$ cat config.mk
export PLATFORM = sky130hd
export DESIGN_NAME = key_step_ctrl_flat
export DESIGN_NICKNAME = d
export VERILOG_FILES = /design/src/rtl/key_step_pkg.sv /design/src/rtl/key_step_ctrl_if.sv /design/src/rtl/key_chan.sv /design/src/rtl/key_step_ctrl.sv /design/src/flat_wrapper.sv
export SDC_FILE = /design/constraint.sdc
export NUM_CORES = 1
export LEC_CHECK = 0
export CELL_PAD_IN_SITES_DETAIL_PLACEMENT = 1
export CELL_PAD_IN_SITES_GLOBAL_PLACEMENT = 1
export CORE_MARGIN = 1.5
export CORE_UTILIZATION = 47
export CTS_CLUSTER_SIZE = 24
export DETAILED_ROUTE_END_ITERATION = 16
export GPL_TIMING_DRIVEN = 0
export HOLD_SLACK_MARGIN = 0.15
export PLACE_DENSITY = 0.91
export SLEW_MARGIN = 10
export SYNTH_ARGS = -nofsm -noshare
export SYNTH_HDL_FRONTEND = slang
export SYNTH_SLANG_ARGS = --single-unit
$ cat constraint.sdc
create_clock -name clk -period 2.3 [get_ports clk]
set_input_delay 0.46 -clock clk [delete_from_list [all_inputs] [get_ports clk]]
set_output_delay 0.46 -clock clk [all_outputs]
set_load 0.02 [all_outputs]
$ cat src/rtl/key_step_pkg.sv
// Shared types and elaboration-time helpers for the key step controller.
// Contents:
//   key_state_e  - per-key debounce / auto-repeat state
//   clog2_safe   - ceil(log2(n)) with a minimum of 1 (for index widths)
//   cnt_width    - counter width wide enough for the largest cycle count
package key_step_pkg;

    typedef enum logic [2:0] {
        IDLE     = 3'd0,
        DB_PRESS = 3'd1,
        PRESSED  = 3'd2,
        REPEAT   = 3'd3,
        DB_REL   = 3'd4
    } key_state_e;

    function automatic int clog2_safe(input int n);
        return (n <= 1) ? 1 : $clog2(n);
    endfunction

    function automatic int cnt_width(input int a, input int b, input int c);
        int m;
        m = a;
        if (b > m) m = b;
        if (c > m) m = c;
        return $clog2(m) + 1;
    endfunction

endpackage

$ cat src/rtl/key_step_ctrl_if.sv
// Bundle between the key step controller and its user.
// Signals:
//   key_in    raw asynchronous key levels, 1 = pressed
//   rpt_en    auto-repeat enable, sampled every cycle
//   key_level debounced level per key
//   key_pulse one-cycle pulse per accepted press or repeat
//   evt_valid one-cycle strobe, one event served
//   evt_code  index of the served key (holds while evt_valid = 0)
// Modports: master drives key_in/rpt_en, slave (the controller) drives the rest.
interface key_step_ctrl_if import key_step_pkg::*; #(
    parameter int N_KEYS = 4
);
    localparam int CODE_W = clog2_safe(N_KEYS);

    logic [N_KEYS-1:0] key_in;
    logic              rpt_en;
    logic [N_KEYS-1:0] key_level;
    logic [N_KEYS-1:0] key_pulse;
    logic              evt_valid;
    logic [CODE_W-1:0] evt_code;

    modport master (
        output key_in, rpt_en,
        input  key_level, key_pulse, evt_valid, evt_code
    );

    modport slave (
        input  key_in, rpt_en,
        output key_level, key_pulse, evt_valid, evt_code
    );
endinterface

$ cat src/rtl/key_chan.sv
// One key channel: 2-flop synchronizer followed by a debounce / auto-repeat
// FSM with a single shared cycle counter.
// Ports:
//   clk, rstn  clock, asynchronous active-low reset
//   key_raw    raw asynchronous key level
//   rpt_en     auto-repeat enable
//   key_level  registered debounced level
//   key_pulse  registered one-cycle press / repeat pulse
//   pulse_set  combinational: key_pulse will be set on the coming edge
//              (lets the event queue capture on the same edge)
module key_chan import key_step_pkg::*; #(
    parameter int DB_CYCLES   = 4,
    parameter int HOLD_CYCLES = 10,
    parameter int RPT_CYCLES  = 3,
    parameter int CNT_W       = cnt_width(DB_CYCLES, HOLD_CYCLES, RPT_CYCLES)
) (
    input  logic clk,
    input  logic rstn,
    input  logic key_raw,
    input  logic rpt_en,
    output logic key_level,
    output logic key_pulse,
    output logic pulse_set
);
    localparam logic [CNT_W-1:0] DB_LAST   = CNT_W'(DB_CYCLES - 1);
    localparam logic [CNT_W-1:0] HOLD_LAST = CNT_W'(HOLD_CYCLES - 1);
    localparam logic [CNT_W-1:0] RPT_LAST  = CNT_W'(RPT_CYCLES - 1);
    localparam logic [CNT_W-1:0] CNT_ZERO  = {CNT_W{1'b0}};
    localparam logic [CNT_W-1:0] CNT_ONE   = CNT_W'(1);

    logic             sync1_r;
    logic             sync2_r;
    key_state_e       state_r;
    key_state_e       state_nx_s;
    logic [CNT_W-1:0] cnt_r;
    logic [CNT_W-1:0] cnt_nx_s;
    logic             level_r;
    logic             level_nx_s;
    logic             pulse_r;
    logic             pulse_nx_s;

    // Two-flop synchronizer for the raw key level.
    always_ff @(posedge clk or negedge rstn) begin
        if (!rstn) begin
            sync1_r <= 1'b0;
            sync2_r <= 1'b0;
        end else begin
            sync1_r <= key_raw;
            sync2_r <= sync1_r;
        end
    end

    // Next-state, counter and pulse decode for the debounce / repeat FSM.
    always_comb begin
        state_nx_s = state_r;
        cnt_nx_s   = cnt_r;
        pulse_nx_s = 1'b0;
        case (state_r)
            IDLE: begin
                if (sync2_r) begin
                    state_nx_s = DB_PRESS;
                    cnt_nx_s   = CNT_ZERO;
                end else begin
                    cnt_nx_s   = CNT_ZERO;
                end
            end
            DB_PRESS: begin
                if (!sync2_r) begin
                    state_nx_s = IDLE;
                    cnt_nx_s   = CNT_ZERO;
                end else if (cnt_r == DB_LAST) begin
                    state_nx_s = PRESSED;
                    cnt_nx_s   = CNT_ZERO;
                    pulse_nx_s = 1'b1;
                end else begin
                    cnt_nx_s   = cnt_r + CNT_ONE;
                end
            end
            PRESSED: begin
                if (!sync2_r) begin
                    state_nx_s = DB_REL;
                    cnt_nx_s   = CNT_ZERO;
                end else if (rpt_en && (cnt_r == HOLD_LAST)) begin
                    state_nx_s = REPEAT;
                    cnt_nx_s   = CNT_ZERO;
                    pulse_nx_s = 1'b1;
                end else if (cnt_r != HOLD_LAST) begin
                    cnt_nx_s   = cnt_r + CNT_ONE;
                end else begin
                    // Hold timer parks at its terminal value until repeat is enabled.
                    cnt_nx_s   = cnt_r;
                end
            end
            REPEAT: begin
                if (!sync2_r) begin
                    state_nx_s = DB_REL;
                    cnt_nx_s   = CNT_ZERO;
                end else if (!rpt_en) begin
                    state_nx_s = PRESSED;
                    cnt_nx_s   = CNT_ZERO;
                end else if (cnt_r == RPT_LAST) begin
                    cnt_nx_s   = CNT_ZERO;
                    pulse_nx_s = 1'b1;
                end else begin
                    cnt_nx_s   = cnt_r + CNT_ONE;
                end
            end
            DB_REL: begin
                if (sync2_r) begin
                    // Release bounce: back to held, hold timer restarts, no pulse.
                    state_nx_s = PRESSED;
                    cnt_nx_s   = CNT_ZERO;
                end else if (cnt_r == DB_LAST) begin
                    state_nx_s = IDLE;
                    cnt_nx_s   = CNT_ZERO;
                end else begin
                    cnt_nx_s   = cnt_r + CNT_ONE;
                end
            end
            default: begin
                state_nx_s = IDLE;
                cnt_nx_s   = CNT_ZERO;
            end
        endcase
        level_nx_s = (state_nx_s == PRESSED) || (state_nx_s == REPEAT) ||
                     (state_nx_s == DB_REL);
    end

    // FSM state, counter and registered outputs.
    always_ff @(posedge clk or negedge rstn) begin
        if (!rstn) begin
            state_r <= IDLE;
            cnt_r   <= CNT_ZERO;
            level_r <= 1'b0;
            pulse_r <= 1'b0;
        end else begin
            state_r <= state_nx_s;
            cnt_r   <= cnt_nx_s;
            level_r <= level_nx_s;
            pulse_r <= pulse_nx_s;
        end
    end

    assign key_level = level_r;
    assign key_pulse = pulse_r;
    assign pulse_set = pulse_nx_s;

endmodule

$ cat src/rtl/key_step_ctrl.sv
// Multi-channel push-button controller: N_KEYS debounce/repeat channels whose
// press events are merged into one encoded stream, lowest index first.
// Ports:
//   clk, rstn  clock, asynchronous active-low reset
//   bus        key_step_ctrl_if slave: key_in, rpt_en in;
//              key_level, key_pulse, evt_valid, evt_code out
module key_step_ctrl import key_step_pkg::*; #(
    parameter int N_KEYS      = 4,
    parameter int DB_CYCLES   = 4,
    parameter int HOLD_CYCLES = 10,
    parameter int RPT_CYCLES  = 3,
    parameter int CNT_W       = cnt_width(DB_CYCLES, HOLD_CYCLES, RPT_CYCLES)
) (
    input  logic            clk,
    input  logic            rstn,
    key_step_ctrl_if.slave  bus
);
    localparam int CODE_W = clog2_safe(N_KEYS);

    logic [N_KEYS-1:0] level_s;
    logic [N_KEYS-1:0] pulse_s;
    logic [N_KEYS-1:0] set_s;
    logic [N_KEYS-1:0] pend_r;
    logic [N_KEYS-1:0] pend_nx_s;
    logic [N_KEYS-1:0] grant_s;
    logic [CODE_W-1:0] grant_code_s;
    logic              evt_valid_r;
    logic [CODE_W-1:0] evt_code_r;

    for (genvar i = 0; i < N_KEYS; i++) begin : g_chan
        key_chan #(
            .DB_CYCLES   (DB_CYCLES),
            .HOLD_CYCLES (HOLD_CYCLES),
            .RPT_CYCLES  (RPT_CYCLES),
            .CNT_W       (CNT_W)
        ) u_chan (
            .clk       (clk),
            .rstn      (rstn),
            .key_raw   (bus.key_in[i]),
            .rpt_en    (bus.rpt_en),
            .key_level (level_s[i]),
            .key_pulse (pulse_s[i]),
            .pulse_set (set_s[i])
        );
    end

    // Lowest pending bit wins; a fresh pulse on the granted bit re-sets it.
    always_comb begin
        grant_s      = pend_r & (~pend_r + N_KEYS'(1));
        grant_code_s = {CODE_W{1'b0}};
        for (int i = 0; i < N_KEYS; i++) begin
            // grant_s is one-hot (or zero), so OR-ing the indices encodes it.
            grant_code_s = grant_code_s | (grant_s[i] ? CODE_W'(i) : {CODE_W{1'b0}});
        end
        pend_nx_s = (pend_r & ~grant_s) | set_s;
    end

    // Pending vector and the served-event outputs.
    always_ff @(posedge clk or negedge rstn) begin
        if (!rstn) begin
            pend_r      <= {N_KEYS{1'b0}};
            evt_valid_r <= 1'b0;
            evt_code_r  <= {CODE_W{1'b0}};
        end else begin
            pend_r      <= pend_nx_s;
            evt_valid_r <= |pend_r;
            if (|pend_r) begin
                evt_code_r <= grant_code_s;
            end else begin
                evt_code_r <= evt_code_r;
            end
        end
    end

    assign bus.key_level = level_s;
    assign bus.key_pulse = pulse_s;
    assign bus.evt_valid = evt_valid_r;
    assign bus.evt_code  = evt_code_r;

endmodule

$ cat src/flat_wrapper.sv
// flat-port wrapper written by rule: the top's interface ports become plain ports
module key_step_ctrl_flat import key_step_pkg::*;
#(
    parameter int N_KEYS      = 4,
    parameter int DB_CYCLES   = 4,
    parameter int HOLD_CYCLES = 10,
    parameter int RPT_CYCLES  = 3,
    parameter int CNT_W       = cnt_width(DB_CYCLES, HOLD_CYCLES, RPT_CYCLES)
)
  (clk, rstn, bus_key_in, bus_rpt_en, bus_key_level, bus_key_pulse, bus_evt_valid, bus_evt_code);
  key_step_ctrl_if #(.N_KEYS(N_KEYS)) bus_i ();
  input  logic clk;
  input  logic rstn;
  input wire logic [$bits(bus_i.key_in)-1:0] bus_key_in;
  input wire logic [$bits(bus_i.rpt_en)-1:0] bus_rpt_en;
  output wire logic [$bits(bus_i.key_level)-1:0] bus_key_level;
  output wire logic [$bits(bus_i.key_pulse)-1:0] bus_key_pulse;
  output wire logic [$bits(bus_i.evt_valid)-1:0] bus_evt_valid;
  output wire logic [$bits(bus_i.evt_code)-1:0] bus_evt_code;
  assign bus_i.key_in = bus_key_in;
  assign bus_i.rpt_en = bus_rpt_en;
  assign bus_key_level = bus_i.key_level;
  assign bus_key_pulse = bus_i.key_pulse;
  assign bus_evt_valid = bus_i.evt_valid;
  assign bus_evt_code = bus_i.evt_code;
  key_step_ctrl #(.N_KEYS(N_KEYS), .DB_CYCLES(DB_CYCLES), .HOLD_CYCLES(HOLD_CYCLES), .RPT_CYCLES(RPT_CYCLES), .CNT_W(CNT_W)) u_core (.clk(clk), .rstn(rstn), .bus(bus_i));
endmodule
### Word level (Yosys, flattened, before mapping)

Index checks and enable logic that the tools add are counted.

| storage, ports and cells | value |
|---|---|
| logic and storage cells | 219 |
| register bits | 55 |
| bits of input ports | 7 |

| operators by class | value |
|---|---|
| bitwise operators | 7 |
| reduce and logical (&&, ||, !) cells | 17 |
| equality and inequality tests | 48 |
| multiplexer cells | 115 |
| add/sub/neg operators | 5 |

Operators by type and width:

| kind | number |
|---|---|
| $mux 5 | 36 |
| $mux 3 | 36 |
| $pmux 5 s4 | 4 |
| $pmux 3 s5 | 4 |
| $eq 3x2->1 const B | 16 |
| $eq 5x2->1 const B | 8 |
| $mux 1 | 29 |
| $eq 3x3->1 const B | 8 |
| $add 5x1->5 const B | 4 |
| $eq 5x4->1 const B | 4 |
| $ne 5x4->1 const B | 4 |
| $ne 4x4->1 const B | 4 |
| $eq 3x1->1 const B | 4 |
| $logic_not 3->1 | 4 |
| $pmux 1 s3 | 4 |
| $and 4x4->4 | 2 |
| $logic_or 1x1->1 | 8 |
| $not 4->4 | 2 |
| $add 4x1->4 const B | 1 |
| $logic_and 1x1->1 | 4 |
| $mux 2 | 2 |
| $or 2x2->2 | 2 |
| $or 4x4->4 | 1 |
| $reduce_or 4->1 | 1 |

### Depth between registers and ports, before layout

Gate-level depths: netlist (run 1).

| logic depth | value |
|---|---|
| depth after elaboration | 8 |
| gate-level depth with buffers | 6 |
| mapped depth without buffers | 6 |

### Modules after synthesis

From an unflattened synthesis (run 1), not the netlist that was laid out.

| unflattened totals | value |
|---|---|
| cell total of the unflattened synthesis | 268 |
| area total of the unflattened synthesis | 2891.5 µm² |

Modules (own cells, without submodules):

| module | times used | area an instance (µm²) | cells each |
|---|---|---|---|
| key_chan (u_core.g_chan[0].u_chan ...) | 2 | 653.1 | 62 |
| key_chan (u_core.g_chan[2].u_chan) | 1 | 693.2 | 63 |
| key_chan (u_core.g_chan[3].u_chan) | 1 | 649.4 | 62 |
| key_step_ctrl | 1 | 242.7 | 19 |

### Least setup slack after synthesis (run 1)

No wires, ideal clock.

| path | value |
|---|---|
| kind | flip-flop to flip-flop |
| start point | register u_core.g_chan[0].u_chan.cnt_r[1] |
| end point | register u_core.g_chan[0].u_chan.cnt_r[2] |
| setup slack | 0.633 ns |
| stages on the path, launching flop included | 7 |
| arrival | 1.522 ns |
| path buffers | 0 |
| library setup time | 0.145 ns |
| cell sequence | dfrtp_1 > inv_1 > ha_1 > and4bb_2 > nor4b_1 > or3b_2 > a21oi_1 |

| between the ends | value |
|---|---|
| cells in the longest elaborated chain, start to end | 5 |

RTL lines:

| item | line | source |
|---|---|---|
| start: declaration | key_chan.sv:35 | `logic [CNT_W-1:0] cnt_r;` |
| start signal: assignment | key_chan.sv:138 | `cnt_r <= cnt_nx_s;` |
| $add 5x1->5 (tied with other cells) | n/a |  |
| $mux 5 (tied with other cells) | key_chan.sv:101 | `end else if (cnt_r == RPT_LAST) begin` |
| $mux 5 (on tied branches) | key_chan.sv:98, key_chan.sv:83 |  |
| $mux 5 (on tied branches) | key_chan.sv:95, key_chan.sv:80 |  |
| $pmux 5 s4 | key_chan.sv:58 | `case (state_r)` |

Several ways; a longest one is shown, not always the timed one. The select of a mux whose other input is x is not followed.
A chain may end at the register's enable or synchronous reset.

### Worst setup path in the final report (run 1)

| path | value |
|---|---|
| start point | register u_core.g_chan[1].u_chan.cnt_r[0] |
| end point | register u_core.g_chan[1].u_chan.cnt_r[1] |

| between the ends | value |
|---|---|
| cells in the longest elaborated chain, start to end | 5 |

RTL lines:

| item | line |
|---|---|
| start: declaration | key_chan.sv:35 |
| start signal: assignment | key_chan.sv:138 |
| $add 5x1->5 (tied with other cells) | n/a |
| $mux 5 (tied with other cells) | key_chan.sv:101 |
| $mux 5 (on tied branches) | key_chan.sv:98, key_chan.sv:83 |
| $mux 5 (on tied branches) | key_chan.sv:95, key_chan.sv:80 |
| $pmux 5 s4 | key_chan.sv:58 |

Several ways; a longest one is shown, not always the timed one. The select of a mux whose other input is x is not followed.

==> out/qor_table.md, run 1 <==
| Group | Result | Value |
| --- | --- | --- |
| critical path | Worst path arrival time | 2.29 ns |
| floorplanning | Die X-Extent | 82.8 µm |
| grt | Number of antenna violations at the first check in global routing | 0 |
| sta | Final max-slew violation count | 0 |
| hold path | Number of cells on the worst hold path | 0 |
| detailed routing | Initial drt markers | 83 |
| clock tree | TritonCTS clock tree | done |
| detailed routing | Total wire length after detailed routing | 6.81 mm |
| grt | Met2 Usage GRT | 0.367 |
| synth | Cell with the most instances after synthesis | sky130_fd_sc_hd__dfrtp_1 |
| clock tree | Inserted Clock Buffers | 5 |
| pwr | Static leakage power | 1.45 nW |
| pwr | Clock Power Share | 0.300 |
| critical path | Critical path's largest stage delay | 0.60 ns |
| sta | Final Hold Vio Count | 0 |
| final layout | Ant diodes | 0 |
| clock tree | Number of sinks driven by the clock tree | 54 |
| placed design | Routability congestion estimate from global placement | 0.876 |
| grt | Met1 capacity usage during global routing | 0.297 |
| detailed routing | Detailed-route via count | 2354 |
| critical path | Launching point of the worst reg2reg path | u_core.g_chan[1].u_chan.cnt_r[0] |
| synth | Share of synthesized flip-flops with an asynchronous set or reset | 1.00 |
| critical path | Crit. End Element | flop |
| pwr | Tot Pwr | 0.00187 W |
| detailed routing | Routed wire length per instance | 17.0 µm |
| synth | Share of the yosys chip area belonging to registers | 0.452 |
| grt | Total grt overflow | 0 |
| pwr | Design internal power | 0.00134 W |
| critical path | Crit-path slowest cell | sky130_fd_sc_hd__a311oi_1 |
| floorplanning | Total die area | 6850 µm² |
| pwr | Power share of the sequential group | 0.549 |
| clock tree | Worst-Skew Late Latency | 0.32 ns |
| detailed routing | Residual DRC count | 0 |
| synth | Mean post-synth cell area | 10.0 µm² |
| hold path | Worst hold-check path type | reg -> reg |
| critical path | Reg-to-reg setup timing slack | 0.19 ns |
| synth | EDFF count, synth | 0 |
| synth | Synth top area share | 0.452 |
| critical path | Required @ worst endpoint | 2.47 ns |
| grt | Global-route wire length before repair | 11.7 mm |
| floorplanning | Starting Density | 0.496 |
| synth | Combined area of all synthesized cells | 2990 µm² |
| placed design | Detailed placement HPWL | 4.74 mm |
| sta | Number of failing setup endpoints in the final timing report | 0 |
| floorplanning | Number of placement rows | 28 |
| sta | Slew headroom | 0.518 |
| floorplanning | Boundary pin count | 18 |
| critical path | R2R Path End | u_core.g_chan[1].u_chan.cnt_r[1] |
| synth | Cell types with the highest counts after synthesis | sky130_fd_sc_hd__dfrtp_1 (54), sky130_fd_sc_hd__nor2_1 (25), sky130_fd_sc_hd__nand2_1 (19) |
| detailed routing | Initial DRT Pass Iterations | 4 |
| synth | Distinct cells, synth | 55 |
| detailed routing | Post-route ant nets | 0 |
| critical path | CP endpoint | u_core.g_chan[1].u_chan.cnt_r[1] |
| clock tree | Number of levels in the clock H-tree | 2 |
| synth | Count of warnings emitted by yosys | 0 |
| critical path | Critical path peak fanout | 6 |
| sta | Highest clock frequency the design can meet | 473 MHz |
| placed design | Count of input and output buffers | 17 |
| synth | Synth Instances | 298 |
| synth | Biggest area consumer among synthesized cells | sky130_fd_sc_hd__dfrtp_1 |
| clock tree | Number of buffers between clock root and the deepest sink | 2 |
| outcome | Run status | completed |
| pwr | Net Sw Frac | 0.282 |
| sta | Largest clock skew in the final design | 0.0117 ns |
| critical path | Classification of the worst setup path | reg -> reg |
| critical path | CP startpoint kind | flop |
| final layout | Nets | 343 |
| pwr | Worst supply voltage drop on vdd | 0.387 mV |
| sta | Fin crit period | 2.11 ns |
| sta | Unrepaired setup endpoints after global routing | no |
| grt | Overall track demand over capacity in global routing | 0.226 |
| synth | Main area contributors after synthesis | sky130_fd_sc_hd__dfrtp_1 (45%), sky130_fd_sc_hd__ha_1 (5.0%), sky130_fd_sc_hd__nor2_1 (3.1%), sky130_fd_sc_hd__nand2_1 (2.4%), sky130_fd_sc_hd__a21oi_1 (2.3%) |
| pwr | Power per cell area | 553 nW/µm² |
| grt | Met3 Track Usage GR | 0.0557 |
| clock tree | Clk pin slew, worst setup/hold paths | 0.09 ns |
| synth | Post-Syn Nets | 317 |
| pwr | Combinational group share of total power | 0.151 |
| grt | Via count of the first global-routing pass | 2378 |
| floorplanning | Die extent in y | 82.8 µm |
| clock tree | Root buffer cell | sky130_fd_sc_hd__clkbuf_8 |
| synth | Yosys reg bits | 54 |
| critical path | Cell depth of the worst flop-to-flop path | 5 |
| detailed routing | Drt via density | 5.89 |
| grt | GRT busiest layer | met2 |
| critical path | List of cells traversed by the critical path | ha_1, nor4b_4, a211oi_2, a311oi_1, o32ai_1 |
| critical path | Worst setup path startpoint | u_core.g_chan[1].u_chan.cnt_r[0] |
| sta | Post-layout worst setup margin | 0.187 ns |
| final layout | Share of post-route cells with drive strength above 1 | 0.135 |
| floorplanning | Area of the core region | 6030 µm² |
| sta | Final clock period utilization by the worst path | 0.918 |
| grt | Maximum number of pins on one net before global-route repair | 37 |
| run | Maxcap violations | 0 |
| placed design | Placement Setup Slack | -0.0309 ns |
| sta | Transition time at the pin with the least slew margin | 0.713 ns |
| pwr | Psw | 0.000526 W |
| synth | Most common flop cell mapped by yosys | sky130_fd_sc_hd__dfrtp_1 |
| final layout | Layout overhead on the synthesized area | 12.7% |
worst min-delay path by stage:
| stage | end | start | slack (ns) |
|---|---|---|---|
| finish | u_core.g_chan[1].u_chan.sync2_r | u_core.g_chan[1].u_chan.sync1_r | 0.36 |
| global route | u_core.g_chan[2].u_chan.sync2_r | u_core.g_chan[2].u_chan.sync1_r | 0.37 |
| CTS | u_core.g_chan[1].u_chan.sync2_r | u_core.g_chan[1].u_chan.sync1_r | 0.36 |
| detailed placement | u_core.g_chan[1].u_chan.sync2_r | u_core.g_chan[1].u_chan.sync1_r | 0.34 |
| global placement | u_core.g_chan[0].u_chan.sync2_r | u_core.g_chan[0].u_chan.sync1_r | 0.34 |
| floorplan | u_core.bus.evt_code[0] | rstn | 0.16 |
routing by layer:
metal  up-vias  wire length [µm]
met4         0               133
met5         -                 0
li1       1122                 -
met2        39              3340
met1      1180              3090
met3        13               246
state kept, by name, indices dropped and copies added (netlist names):
signal / count
u_core.g_chan.u_chan.cnt_r: 20
u_core.g_chan.u_chan.state_r: 12
u_core.g_chan.u_chan.key_level: 4
u_core.g_chan.u_chan.sync1_r: 4
u_core.g_chan.u_chan.sync2_r: 4
u_core.pend_r: 4
u_core.g_chan.u_chan.key_pulse: 3
u_core.bus.evt_code: 2
u_core.bus.evt_valid: 1
critical path, delay by kind of cell, from the launching register on:
family          cells  cell delay, ns
simple gates        1            0.38
fa+ha+maj           1            0.28
compound gates      3            0.87
flops               1            0.44
cell families after synthesis:
logic type,after synthesis,share of synthesized area
buffers and inverters,32,0.0548
adders and majority gates,12,0.0502
muxes,2,0.00669
DFF,54,0.452
AOI/OAI and AO/OA,65,0.154
xor gates and xnor gates,11,0.0322
and+or+nand+nor,122,0.251
cell usage in the layout, fill, tap and decap left out, types with 7 or more instances in the layout:
cell	netlist	routed
sky130_fd_sc_hd__nor3_1	12	12
sky130_fd_sc_hd__nor4b_1	7	7
sky130_fd_sc_hd__o31ai_1	8	8
sky130_fd_sc_hd__o21ai_0	13	13
sky130_fd_sc_hd__inv_1	12	12
sky130_fd_sc_hd__buf_2	6	7
sky130_fd_sc_hd__nand3_1	13	13
sky130_fd_sc_hd__buf_4	9	9
sky130_fd_sc_hd__ha_1	12	12
sky130_fd_sc_hd__dfrtp_1	54	54
sky130_fd_sc_hd__nor2_1	25	25
sky130_fd_sc_hd__nand2_1	19	19
sky130_fd_sc_hd__clkdlybuf4s50_1	0	16
sky130_fd_sc_hd__a21oi_1	14	14
power groups by stage:
stage	combinational (W)	sequential, W	clock, W
after CTS	0.000283	0.00102	0.000584
final	0.000281	0.00102	0.000560
after floorplan	0.000171	0.00104	0
after global routing	0.000314	0.00103	0.000617
after global placement	0.000262	0.00104	0
after detailed placement	0.000275	0.00104	0
area by class of cell:
class / instances / area, µm²
inverter: 12 / 45.0
fill: 696 / 2650
sequential: 54 / 1350
clock buffer: 7 / 86.3
buffer: 20 / 119
tap: 75 / 93.8
clock inverter: 1 / 5.00
timing repair buffer: 19 / 195
multi-input combinational: 212 / 1480
stage by stage:
stage	std cells	utilization	instance area (µm²)	hold slack (ns)	TNS (ns)
6_report	400	0.560	3370	0.357	0
2_1_floorplan	298	-	2990	0.164	0
4_1_cts	400	0.560	3370	0.359	0
3_3_place_gp	390	0.540	3260	0.336	-46.92
5_1_grt	400	0.560	3370	0.372	0
3_5_place_dp	391	0.543	3270	0.337	-0.0309
timing repair:
| item | 4_1_cts | 5_1_grt |
|---|---|---|
| hold buffers | 1 | 0 |
| setup endpoints to repair | 0 | 0 |
| buffers inserted | 0 | 0 |
| endpoints found under the hold margin | 18 | 0 |
| resized for setup | 0 | 0 |
No activity file was read; power rests on OpenSTA's default activity.
==> inputs of run 2 (changes only) <==
--- a/config.mk
+++ b/config.mk
@@ -10,8 +10,9 @@
 export CORE_MARGIN = 1.5
-export CORE_UTILIZATION = 47
+export CORE_UTILIZATION = 50
 export CTS_CLUSTER_SIZE = 24
 export DETAILED_ROUTE_END_ITERATION = 16
+export DONT_BUFFER_PORTS = 1
 export GPL_TIMING_DRIVEN = 0
 export HOLD_SLACK_MARGIN = 0.15
-export PLACE_DENSITY = 0.91
+export PLACE_DENSITY = 0.9
 export SLEW_MARGIN = 10
--- a/constraint.sdc
+++ b/constraint.sdc
@@ -3,2 +3,2 @@
 set_output_delay 0.46 -clock clk [all_outputs]
-set_load 0.02 [all_outputs]
+set_load 0.05 [all_outputs]
==> run 2 against run 1 <==
  * Combinational power fell by 7.5%
  * Clock skew fell by 0.0056 ns
  * Sequential power barely moved
  * Flip-flop and latch count did not move
  * Die area fell by 5.8%
  * Maximum frequency rose by 0.85%
  * Cell area fell by 3.7%
  * Cell count fell by 4.5%
==> out/qor_table.md, run 2 (synthesized netlist as in run 1, its figures left out) <==
| Group | Result | Value | Change |
| --- | --- | --- | --- |
| outcome | Run status | completed |  |
| run | Maxcap violations | 0 | unchanged |
| sta | Fin crit period | 2.09 ns | -0.0178 ns |
| clock tree | Number of buffers between clock root and the deepest sink | 2 | unchanged |
| detailed routing | Detailed-route via count | 2319 | -1.5% |
| sta | Final TNS setup | 0 ns | unchanged |
| detailed routing | Drt via density | 6.07 | +3.2% |
| pwr | Worst supply voltage drop on vdd | 0.435 mV | +12% |
| final layout | Most frequent standard cell in the layout excluding fill and tap cells | sky130_fd_sc_hd__dfrtp_1 |  |
| sta | Post-layout worst setup margin | 0.205 ns | +0.0178 ns |
| sta | Slew headroom | 0.504 | -0.0134 |
| final layout | Fillcell total | 616 | -11% |
| grt | Total grt overflow | 0 | unchanged |
| sta | Final clock period utilization by the worst path | 0.911 | -0.00773 |
| detailed routing | Met2 wire len | 3.58 mm | +7.2% |
| sta | Highest clock frequency the design can meet | 477 MHz | +0.85% |
| critical path | Crit. End Element | flop |  |
| floorplanning | Die extent in y | 80.4 µm | -2.9% |
| critical path | Required @ worst endpoint | 2.47 ns | about the same |
| final layout | Share of post-route cells with drive strength above 1 | 0.145 | +0.00978 |
| detailed routing | Initial drt markers | 136 | +64% |
| final layout | Largest registers | u_core.g_chan.u_chan.cnt_r: 20 flops, u_core.g_chan.u_chan.state_r: 12 flops |  |
| clock tree | Number of sinks driven by the clock tree | 54 | unchanged |
| placed design | Routability congestion estimate from global placement | 0.770 | -12% |
| floorplanning | Die X-Extent | 80.4 µm | -2.9% |
| critical path | CP startpoint kind | flop |  |
| clock tree | Worst-Skew Late Latency | 0.31 ns | about the same |
| final layout | Layout overhead on the synthesized area | 8.49% |  |
| critical path | Worst path arrival time | 2.27 ns | -0.02 ns |
| floorplanning | Number of placement rows | 27 | -3.6% |
| clock tree | Clk pin slew, worst setup/hold paths | 0.10 ns | about the same |
| final layout | Most frequent cells in the layout | sky130_fd_sc_hd__dfrtp_1 (54), sky130_fd_sc_hd__nor2_1 (25), sky130_fd_sc_hd__nand2_1 (19), sky130_fd_sc_hd__a21oi_1 (14) |  |
| sta | Unrepaired setup endpoints after global routing | no |  |
| detailed routing | Post-route ant nets | 0 | unchanged |
| placed design | Count of input and output buffers | 0 | -17 |
| clock tree | Inserted Clock Buffers | 5 | unchanged |
| floorplanning | Area of the core region | 5640 µm² | -6.4% |
| hold path | Worst hold-check path type | in -> reg |  |
| final layout | Biggest register | u_core.g_chan.u_chan.cnt_r |  |
| placed design | Placement Setup Slack | 0.206 ns | +0.237 ns |
| floorplanning | Total die area | 6460 µm² | -5.8% |
| sta | Number of failing setup endpoints in the final timing report | 0 | unchanged |
| final layout | Ant diodes | 0 | unchanged |
| grt | Overall track demand over capacity in global routing | 0.235 | +0.00959 |
| sta | Largest clock skew in the final design | 0.00608 ns | -0.00558 ns |
| grt | Global-route wire length before repair | 11.7 mm | +0.47% |
| grt | Number of antenna violations at the first check in global routing | 0 | unchanged |
| pwr | Power per cell area | 582 nW/µm² | +5.1% |
| critical path | Critical path peak fanout | 6 | unchanged |
| pwr | Static leakage power | 1.40 nW | -3.2% |
| sta | Final max-slew violation count | 0 | unchanged |
| grt | Via count of the first global-routing pass | 2462 | +3.5% |
| placed design | Detailed placement HPWL | 4.81 mm | +1.3% |
| detailed routing | Routed wire length per instance | 18.0 µm | +6.0% |
| grt | Maximum number of pins on one net before global-route repair | 55 | +49% |
| clock tree | Root buffer cell | sky130_fd_sc_hd__clkbuf_8 |  |
| clock tree | Post-CTS Setup Bufs | 0 | unchanged |
| sta | Final Hold Vio Count | 0 | unchanged |
| critical path | Classification of the worst setup path | reg -> reg |  |
| final layout | Nets | 328 | -4.4% |
| floorplanning | Starting Density | 0.530 | +0.0338 |
| sta | Transition time at the pin with the least slew margin | 0.733 ns | +0.0199 ns |
| floorplanning | Boundary pin count | 18 | unchanged |
| detailed routing | Total wire length after detailed routing | 6.89 mm | +1.2% |
| final layout | Max FFs per register | 20 | unchanged |
| detailed routing | Metal-1 WL | 3.05 mm | -1.2% |
| detailed routing | Met3 WL post-DR | 192 µm | -22% |
| detailed routing | Highest signal layer in the routed design | met4 |  |
| detailed routing | Initial DRT Pass Iterations | 4 | unchanged |
| detailed routing | Residual DRC count | 0 | unchanged |
| clock tree | Number of levels in the clock H-tree | 2 | unchanged |
| clock tree | TritonCTS clock tree | done |  |
## run 2: final cells by class
cell class | instances | area (µm²) | area share
clock buffer | 6 | 82.6 | 0.0254
tap | 72 | 90.1 | 0.0278
inverter | 12 | 45.0 | 0.0139
clock inverter | 2 | 17.5 | 0.00540
timing repair buffer | 4 | 57.6 | 0.0177
sequential | 54 | 1350 | 0.416
multi-input combinational | 212 | 1480 | 0.457
buffer | 20 | 119 | 0.0366
## run 2: final timing paths
kind,from,to,slack [ns],depth (start not counted)
max reg2reg,u_core.g_chan[0].u_chan.cnt_r[0],u_core.g_chan[0].u_chan.cnt_r[0],0.21,6
min reg2reg,u_core.g_chan[0].u_chan.sync1_r,u_core.g_chan[0].u_chan.sync2_r,0.37,0
min in group asynchronous,rstn,u_core.g_chan[2].u_chan.cnt_r[0],0.66,2
max in group asynchronous,rstn,u_core.g_chan[3].u_chan.state_r[0],1.41,2
min,bus_key_in[1],u_core.g_chan[1].u_chan.sync1_r,0.17,0
max,u_core.g_chan[0].u_chan.cnt_r[0],u_core.g_chan[0].u_chan.cnt_r[0],0.21,6
## run 2: metal layers
metal | vias to the layer above | global-route usage
met2 | 36 | 0.424
met4 | 0 | 0.0690
met1 | 1186 | 0.287
li1 | 1090 | -
met3 | 7 | 0.0375
met5 | - | 0
## run 2: metrics by stage
step / total power, W / cells / hold WS [ns] / area, µm² / util
floorplan: 0.00123 / 298 / 0.164 / 2990 / -
detailed placement: 0.00129 / 370 / 0.166 / 3080 / 0.546
global placement: 0.00128 / 370 / 0.166 / 3080 / 0.546
CTS: 0.00190 / 380 / 0.156 / 3220 / 0.571
finish: 0.00189 / 382 / 0.165 / 3250 / 0.575
global route: 0.00198 / 382 / 0.152 / 3250 / 0.575
## run 2: where the power goes
part / switching (W) / total, W / internal, W
clock network: 0.000329 / 0.000578 / 0.000249
registers: 0.0000628 / 0.00105 / 0.000987
logic: 0.000166 / 0.000260 / 0.0000946
## run 2: repair_timing
action,4_1_cts,5_1_grt
hold endpoints to repair,54,2
hold buffers,2,2
gates resized for setup,0,1
setup endpoints to repair,0,1
## run 2: worst max-delay path, cell delays in order, from the launching register on
cell and delay [ns]:
sky130_fd_sc_hd__dfrtp_1 0.46, sky130_fd_sc_hd__inv_1 0.08, sky130_fd_sc_hd__ha_1 0.14, sky130_fd_sc_hd__nor4b_1 0.38
sky130_fd_sc_hd__nor3_1 0.13, sky130_fd_sc_hd__a211oi_1 0.57, sky130_fd_sc_hd__o21ai_0 0.19
